$ cat config.mk
export PLATFORM = sky130hd
export DESIGN_NAME = dual_slope_ctrl
export DESIGN_NICKNAME = d
export VERILOG_FILES = /design/src/rtl/dual_slope_ctrl.sv
export SDC_FILE = /design/constraint.sdc
export NUM_CORES = 1
export LEC_CHECK = 0
export ABC_AREA = 1
export BUFFER_PORTS_ARGS = -buffer_cell sky130_fd_sc_hd__buf_2
export CORE_AREA = 4 4 80 63
export CTS_BUF_LIST = sky130_fd_sc_hd__clkbuf_8
export DETAILED_ROUTE_END_ITERATION = 12
export DIE_AREA = 0 0 84 67
export PLACE_DENSITY = 0.6
export SKIP_LAST_GASP = 1
export SYNTH_ARGS = -nofsm -noshare
export SYNTH_HDL_FRONTEND = slang
export SYNTH_SLANG_ARGS = --single-unit
$ cat constraint.sdc
create_clock -name clk_i -period 2.7 [get_ports clk_i]
set_input_delay 0.54 -clock clk_i [delete_from_list [all_inputs] [get_ports clk_i]]
set_output_delay 0.54 -clock clk_i [all_outputs]
set_load 0.05 [all_outputs]
$ cat src/rtl/dual_slope_ctrl.sv
// Control FSM for a dual-slope integrating ADC: auto-zero, fixed-time
// integration, counted de-integration, then result latch and interrupt.
// Optional feature macro: DUAL_SLOPE_CTRL_AUTOZERO_EN (defined = AUTOZERO
// phase present; undefined = IDLE starts integration directly, zero_o = 0).
module dual_slope_ctrl #(
  parameter int unsigned CNT_W      = 12,
  parameter int unsigned INT_CYCLES = 2048,
  parameter int unsigned AZ_CYCLES  = 16,
  parameter int unsigned SW_TIMEOUT = 64
) (
  input  logic             clk_i,
  input  logic             rst_i,
  input  logic             comp_i,
  input  logic             analog_ready_i,
  input  logic             trigger_i,
  input  logic             interrupt_clear_i,
  input  logic             deintegrate_i,
  output logic             interrupt_o,
  output logic             zero_o,
  output logic             int_en_o,
  output logic             deint_req_o,
  output logic [CNT_W-1:0] result_o,
  output logic             overflow_o,
  output logic             error_o,
  output logic             busy_o
);

  // One shared phase counter, wide enough for every phase length and the count
  localparam int unsigned MAX_CNT = (1 << CNT_W) - 1;
  localparam int unsigned INT_W   = $clog2(INT_CYCLES + 1);
  localparam int unsigned AZ_W    = $clog2(AZ_CYCLES + 1);
  localparam int unsigned SW_W    = $clog2(SW_TIMEOUT + 1);
  localparam int unsigned MAX_AB  = (INT_W > AZ_W) ? INT_W : AZ_W;
  localparam int unsigned MAX_ABC = (MAX_AB > SW_W) ? MAX_AB : SW_W;
  localparam int unsigned CW      = (MAX_ABC > CNT_W) ? MAX_ABC : CNT_W;

  localparam logic [2:0] IDLE      = 3'd0;
`ifdef DUAL_SLOPE_CTRL_AUTOZERO_EN
  localparam logic [2:0] AUTOZERO  = 3'd1;
  localparam logic [2:0] START_ST  = AUTOZERO;
`else
  localparam logic [2:0] START_ST  = 3'd2;
`endif
  localparam logic [2:0] INTEGRATE = 3'd2;
  localparam logic [2:0] SWITCH    = 3'd3;
  localparam logic [2:0] DEINT     = 3'd4;
  localparam logic [2:0] DONE      = 3'd5;

  logic [2:0]       state, state_nxt;
  logic [CW-1:0]    cnt, cnt_nxt;
  logic [CNT_W-1:0] result_nxt;
  logic             overflow_nxt, error_nxt, irq_nxt;
  logic             int_en_nxt, deint_req_nxt, busy_nxt;
  logic             comp_m, comp_s;
  logic             active;

  // Comparator synchronizer; every decision uses comp_s
  always_ff @(posedge clk_i or posedge rst_i) begin
    if (rst_i) begin
      comp_m <= 1'b0;
      comp_s <= 1'b0;
    end else begin
      comp_m <= comp_i;
      comp_s <= comp_m;
    end
  end

  // Next-state, counter, result and flag logic
  always_comb begin
    state_nxt    = state;
    cnt_nxt      = cnt;
    result_nxt   = result_o;
    overflow_nxt = overflow_o;
    error_nxt    = error_o;
    irq_nxt      = interrupt_o;
    active       = (state != IDLE) && (state != DONE);

    if (interrupt_clear_i) irq_nxt = 1'b0;

    case (state)
      IDLE: begin
        if (trigger_i && analog_ready_i && !interrupt_o) begin
          state_nxt    = START_ST;
          cnt_nxt      = '0;
          overflow_nxt = 1'b0;
          error_nxt    = 1'b0;
        end
      end
`ifdef DUAL_SLOPE_CTRL_AUTOZERO_EN
      AUTOZERO: begin
        if (cnt == CW'(AZ_CYCLES - 1)) begin
          state_nxt = INTEGRATE;
          cnt_nxt   = '0;
        end else begin
          cnt_nxt = cnt + CW'(1);
        end
      end
`endif
      INTEGRATE: begin
        if (cnt == CW'(INT_CYCLES - 1)) begin
          state_nxt = SWITCH;
          cnt_nxt   = '0;
        end else begin
          cnt_nxt = cnt + CW'(1);
        end
      end
      SWITCH: begin
        if (deintegrate_i) begin
          state_nxt = DEINT;
          cnt_nxt   = '0;
        end else if (cnt == CW'(SW_TIMEOUT - 1)) begin
          state_nxt  = DONE;
          cnt_nxt    = '0;
          error_nxt  = 1'b1;
          result_nxt = '0;
        end else begin
          cnt_nxt = cnt + CW'(1);
        end
      end
      DEINT: begin
        if (!comp_s) begin
          state_nxt  = DONE;
          result_nxt = cnt[CNT_W-1:0];
          cnt_nxt    = '0;
        end else if (cnt == CW'(MAX_CNT - 1)) begin
          state_nxt    = DONE;
          result_nxt   = {CNT_W{1'b1}};
          overflow_nxt = 1'b1;
          cnt_nxt      = '0;
        end else begin
          cnt_nxt = cnt + CW'(1);
        end
      end
      DONE: begin
        state_nxt = IDLE;
        irq_nxt   = 1'b1;
      end
      default: begin
        state_nxt = IDLE;
        cnt_nxt   = '0;
      end
    endcase

    // Losing the analog front end abandons the conversion without a result
    if (active && !analog_ready_i) begin
      state_nxt    = IDLE;
      cnt_nxt      = '0;
      error_nxt    = 1'b1;
      result_nxt   = result_o;
      overflow_nxt = overflow_o;
    end

    int_en_nxt    = (state_nxt == INTEGRATE);
    deint_req_nxt = (state_nxt == SWITCH) || (state_nxt == DEINT);
    busy_nxt      = (state_nxt != IDLE);
  end

  // State and registered outputs; reset drops every enable immediately
  always_ff @(posedge clk_i or posedge rst_i) begin
    if (rst_i) begin
      state       <= IDLE;
      cnt         <= '0;
      result_o    <= '0;
      overflow_o  <= 1'b0;
      error_o     <= 1'b0;
      interrupt_o <= 1'b0;
      int_en_o    <= 1'b0;
      deint_req_o <= 1'b0;
      busy_o      <= 1'b0;
    end else begin
      state       <= state_nxt;
      cnt         <= cnt_nxt;
      result_o    <= result_nxt;
      overflow_o  <= overflow_nxt;
      error_o     <= error_nxt;
      interrupt_o <= irq_nxt;
      int_en_o    <= int_en_nxt;
      deint_req_o <= deint_req_nxt;
      busy_o      <= busy_nxt;
    end
  end

`ifdef DUAL_SLOPE_CTRL_AUTOZERO_EN
  // Auto-zero switch enable, aligned with the AUTOZERO state
  always_ff @(posedge clk_i or posedge rst_i) begin
    if (rst_i) zero_o <= 1'b0;
    else       zero_o <= (state_nxt == AUTOZERO);
  end
`else
  assign zero_o = 1'b0;
`endif

endmodule

# Word level (Yosys, flattened, before mapping)
# Cells that the tools add are included.
word_totals:
  ff_bits: 35
  in_bits: 7
  elab_cells: 83
classes:
  add_sub_neg: 1
  eq_ne: 21
  mux: 31
  bitwise_logic: 1
  n_reduce_logical: 18
op_table:
  columns: ["cell", "n"]
  rows:
  - ["2-to-1 mux 12 bit", 11]
  - ["one-hot mux 12 bit (5 select lines)", 1]
  - ["one-hot mux 12 bit (2 select lines)", 1]
  - ["2-to-1 mux 3 bit", 7]
  - ["!= test 3 bit (second input constant)", 5]
  - ["adder 12 x 1 -> 12 bit (second input constant)", 1]
  - ["equality test 12 x 11 -> 1 bit (second input constant)", 1]
  - ["equality test 12 bit (second input constant)", 1]
  - ["equality test 12 x 6 -> 1 bit (second input constant)", 1]
  - ["equality test 3 x 2 -> 1 bit (second input constant)", 4]
  - ["!= test 2 bit (second input constant)", 6]
  - ["one-hot mux 3 bit (4 select lines)", 1]
  - ["AND reduction 5 bit", 2]
  - ["equality test 3 bit (second input constant)", 3]
  - ["nonzero test 3 bit", 3]
  - ["2-to-1 mux 1 bit", 8]
  - ["nonzero test 2 bit", 3]
  - ["logical AND 1 bit", 4]
  - ["one-hot mux 1 bit (2 select lines)", 2]
  - ["AND reduction 4 bit", 1]
  - ["zero test 3 bit", 1]
  - ["zero test 1 bit", 2]
  - ["AND reduction 2 bit", 1]
  - ["logical OR 1 bit", 1]
  - ["NOT 1 bit", 1]

# Longest topological paths before layout
depth:
  depth_word: 7
  depth_mapped: 11
  depth_no_buf: 11

# Worst setup path after synthesis
# Ideal clock, no wire load.
synth_path:
  path_kind: "reg-to-reg"
  start: "register cnt[1]"
  end: "register result_o[11]"
  setup_time_ns: 0.123
  arrival_ns: 1.379
  required_ns: 2.577
  setup_slack_ns: 1.197
  path_stages_with_launch: 10
  n_path_buf: 1
  period_less_slack_ns: 1.503
  path_cell_list: "dfrtp_1 -> ha_1 -> nand3_2 -> nor2_4 -> nand3_2 -> nand2_2 -> nand4_4 -> buf_6 -> nand2_1 -> o21ai_2"
synth_between:
  elab_chain_len: 3
  word_cells_on_any_way: 5
  cone_classes: "eq/ne: 4; reduce/logical: 1"
synth_rtl:
  columns: ["element", "line_no", "text"]
  rows:
  - ["start, declared", "50", "logic [CW-1:0] cnt, cnt_nxt;"]
  - ["start signal, assigned", "172", "cnt <= cnt_nxt;"]
  - ["equality test 12 bit or equality test 12 x 6 -> 1 bit (tied branches)", "125, 111", null]
  - ["!= test 3 bit (no line) or != test 2 bit (tied branches)", null, null]
  - ["AND reduction 5 bit (no line) (*)", null, null]
  - ["end signal, assigned", "173", "result_o <= result_nxt;"]
  - ["end, declared", "22", "output logic [CNT_W-1:0] result_o,"]
# Mark *: on every way between the ends. The rest lies on a longest branch, timed or not.
# A chain may end at the register's enable or synchronous reset.

# Worst setup path after layout
layout_path:
  start: "register state[1]"
  end: "register result_o[6]"
layout_between:
  elab_chain_len: 5
  word_cells_on_any_way: 13
  cone_classes: "eq/ne: 6; mux: 1; bitwise: 1; reduce/logical: 5"
layout_rtl:
  columns: ["element", "line_no", "text"]
  rows:
  - ["start, declared", "49", "logic [2:0] state, state_nxt;"]
  - ["start signal, assigned", "171", "state <= state_nxt;"]
  - ["!= test 3 bit or nonzero test 3 bit (tied branches)", "76", "active = (state != IDLE) && (state != DONE);"]
  - ["logical AND 1 bit", "76", null]
  - ["logical AND 1 bit", "145", "if (active && !analog_ready_i) begin"]
  - ["NOT 1 bit (no line)", null, null]
  - ["AND reduction 5 bit (no line)", null, null]
# Several ways; a longest one is shown, not always the timed one.

==> results.toml <==
[synth]
synthesis.area_um2 = 1860
synth-seq-area-share_pct = 47.2
yosysUniqueCellTypes = 28
syn_inst = 225
synth.ff_latch_count = 35
yosysWarnings = 0
postSynthAreaPerCell_um2 = 8.25
syn_nets = 234

[pwr]
leakage_nw = 1.07
powerDensity_nw_per_um2 = 648
irDropWorstVdd_mv = 0.280

[clock_network]
worstSkewPairLatency_ns = 0.28
cts_root_buf = "clkbuf_8"
cts_buffers = 5
cts_setup_buffers = 0
htree_levels = 2
cts_tree = "built"
clk_pin_slew_ns = 0.07
cts_sinks = 35
postCtsHoldBufs = 0
cts_resized = 0
cts_buffer_depth = 2

[drt]
drt_iter0_drc = 126
drt_first_pass_iters = 4
top_layer = "met4"
wl_met1_mm = 2.07
drtAntennaViolNets = 0
drc_errors = 0
wl_mm = 3.72
dr_wl_met2_mm = 1.36
routed-wl-met3_um = 245
via_per_inst = 4.84
vias = 1501
wire_per_inst_um = 12.0

[sta]
finalCriticalPeriod_ns = 1.85
setup_tns_ns = 0
period_share_pct = 68.6
setup_viol = 0
timing.final.ws_setup_ns = 0.849
rsz0062_at_grt = "no"
maxSlewViolCount = 0
fmax_ghz = 0.540
skew_ns = 0.00219
hold_violations = 0

[global_routing]
overflow = 0
grt_pass1_vias = 1270
grt_first_pass_wirelength_mm = 6.18
antenna_found_initial = 0
grt_use_total_pct = 14.3
grt_max_degree = 36

[placement]
gp_congestion = 0.877
dp_hpwl_mm = 2.82
place_ws_ns = 0.827
port-buffer-count = 24

[final_layout]
nNetsFinal = 261
area_delta_synth_final_pct = 14.4
drive_gt1_share_pct = 23.7
fill_cells = 432
antenna_cells = 0
fin_util_pct = 49.3

[die]
die_w_um = 84
die_area_um2 = 5630
die_h_um = 67
io_pins = 26
num_rows = 21
core-area_um2 = 4310
start_util_pct = 43.1

[hold_path]
hold_path_class = "in -> async"

[critical_path]
arrival_ns = 2.06
required_ns = 2.91
worst-r2r-setup-slack_ns = 0.85
worstSetupPathType = "reg -> reg"
start_kind = "flop"
end_kind = "flop"
worstPathMaxFanout = 24

[flow_run]
drv_cap = 0

[run_status]
status = "complete, no violations"
path summary, 6_finish.rpt:
path | start | end | cells past startpoint
hold / removal | rst_i | interrupt_o$_DFFE_PP0P_ | 3
setup reg to reg | state[1]$_DFF_PP0_ | result_o[6]$_DFFE_PP0P_ | 7
hold reg to reg | comp_m$_DFF_PP0_ | comp_s$_DFF_PP0_ | 0
setup / recovery | state[1]$_DFF_PP0_ | result_o[6]$_DFFE_PP0P_ | 7
min in group clk_i | comp_m$_DFF_PP0_ | comp_s$_DFF_PP0_ | 0
max in group asynchronous | rst_i | cnt[1]$_DFFE_PP0P_ | 3
registers in the layout, summed over array words and instances, names as in the netlist:
signal       cells
comp_s           1
cnt             12
state            3
busy_o           1
error_o          1
overflow_o       1
deint_req_o      1
interrupt_o      1
comp_m           1
result_o        12
int_en_o         1
report_power, final:
group	total, mW	switching, mW	internal (mW)
Clock	0.416	0.184	0.232
Combinational	0.366	0.271	0.0948
Sequential	0.594	0.0290	0.565
Total	1.38	0.484	0.892
synth_stat cells:
cell / instances / area [um2]
a21oi_1: 5 / 25.0
a21oi_2: 1 / 8.76
a22oi_1: 2 / 15.0
buf_2: 1 / 5.00
buf_4: 1 / 7.51
buf_6: 2 / 22.5
clkbuf_1: 2 / 7.51
conb_1: 1 / 3.75
dfrtp_1: 35 / 876
ha_1: 2 / 25.0
inv_1: 30 / 113
inv_2: 1 / 3.75
nand2_1: 55 / 206
nand2_2: 3 / 18.8
nand3_1: 13 / 65.1
nand3_2: 4 / 40.0
nand3b_1: 2 / 15.0
nand4_4: 1 / 21.3
nor2_1: 17 / 63.8
nor2_2: 2 / 12.5
nor2_4: 1 / 11.3
nor3_1: 2 / 10.0
o21ai_0: 18 / 90.1
o21ai_1: 1 / 5.00
o21ai_2: 12 / 105
o22ai_1: 6 / 37.5
or2_2: 1 / 6.26
xor2_1: 4 / 35.0
worst max-delay path, cell delays in order, from the launching register on:
cell and delay, ns:
dfrtp_1 0.42, nor2_1 0.15, nand2_1 0.16, inv_1 0.35, nand3_2 0.17, nand4_4 0.33, nand2_1 0.12, o21ai_2 0.07
routing by layer:
layer | GRT usage (%) | vias to the layer above
met1 | 22.0 | 672
li1 | - | 783
met5 | 0 | -
met4 | 6.02 | 0
met3 | 3.58 | 5
met2 | 18.6 | 41
logic make-up after synthesis:
group | count (synthesis) | share of synthesized area [%]
AND/OR/NAND/NOR | 101 | 25.4
XOR/XNOR | 4 | 1.89
buffers and inverters | 37 | 8.56
flip-flops | 35 | 47.2
adder cells (fa/ha/maj) | 2 | 1.35
other | 1 | 0.202
AO/OA/AOI/OAI | 45 | 15.4
area by class of cell:
cell class | count | area (um2) | share of cell area (%)
Sequential cell | 35 | 876 | 41.2
Multi-Input combinational cell | 153 | 821 | 38.7
Timing Repair Buffer | 26 | 135 | 6.36
Inverter | 31 | 116 | 5.48
Clock buffer | 7 | 96.3 | 4.54
Tap cell | 57 | 71.3 | 3.36
Clock inverter | 1 | 7.51 | 0.354
cell usage in the layout (no fill, tap or decap), types with 3 or more instances in the layout:
| master | count |
|---|---|
| xor2_1 | 4 |
| a21oi_1 | 5 |
| o21ai_2 | 12 |
| nand3_1 | 13 |
| inv_1 | 30 |
| buf_2 | 24 |
| dfrtp_1 | 35 |
| nand2_2 | 3 |
| nand2_1 | 55 |
| nand3_2 | 4 |
| nor2_1 | 17 |
| clkbuf_8 | 7 |
| o21ai_0 | 18 |
| o22ai_1 | 6 |
through the flow:
stage               std cells  cell area (um2)  hold slack [ns]  power [mW]
floorplan                 225             1860            0.331       0.879
CTS                       310             2120            0.350        1.39
global placement          302             2020            0.333       0.974
global route              310             2120            0.358        1.47
detailed placement        302             2020            0.338       0.970
finish                    310             2120            0.336        1.38
Note: power is estimated with default switching activity, not from simulation.
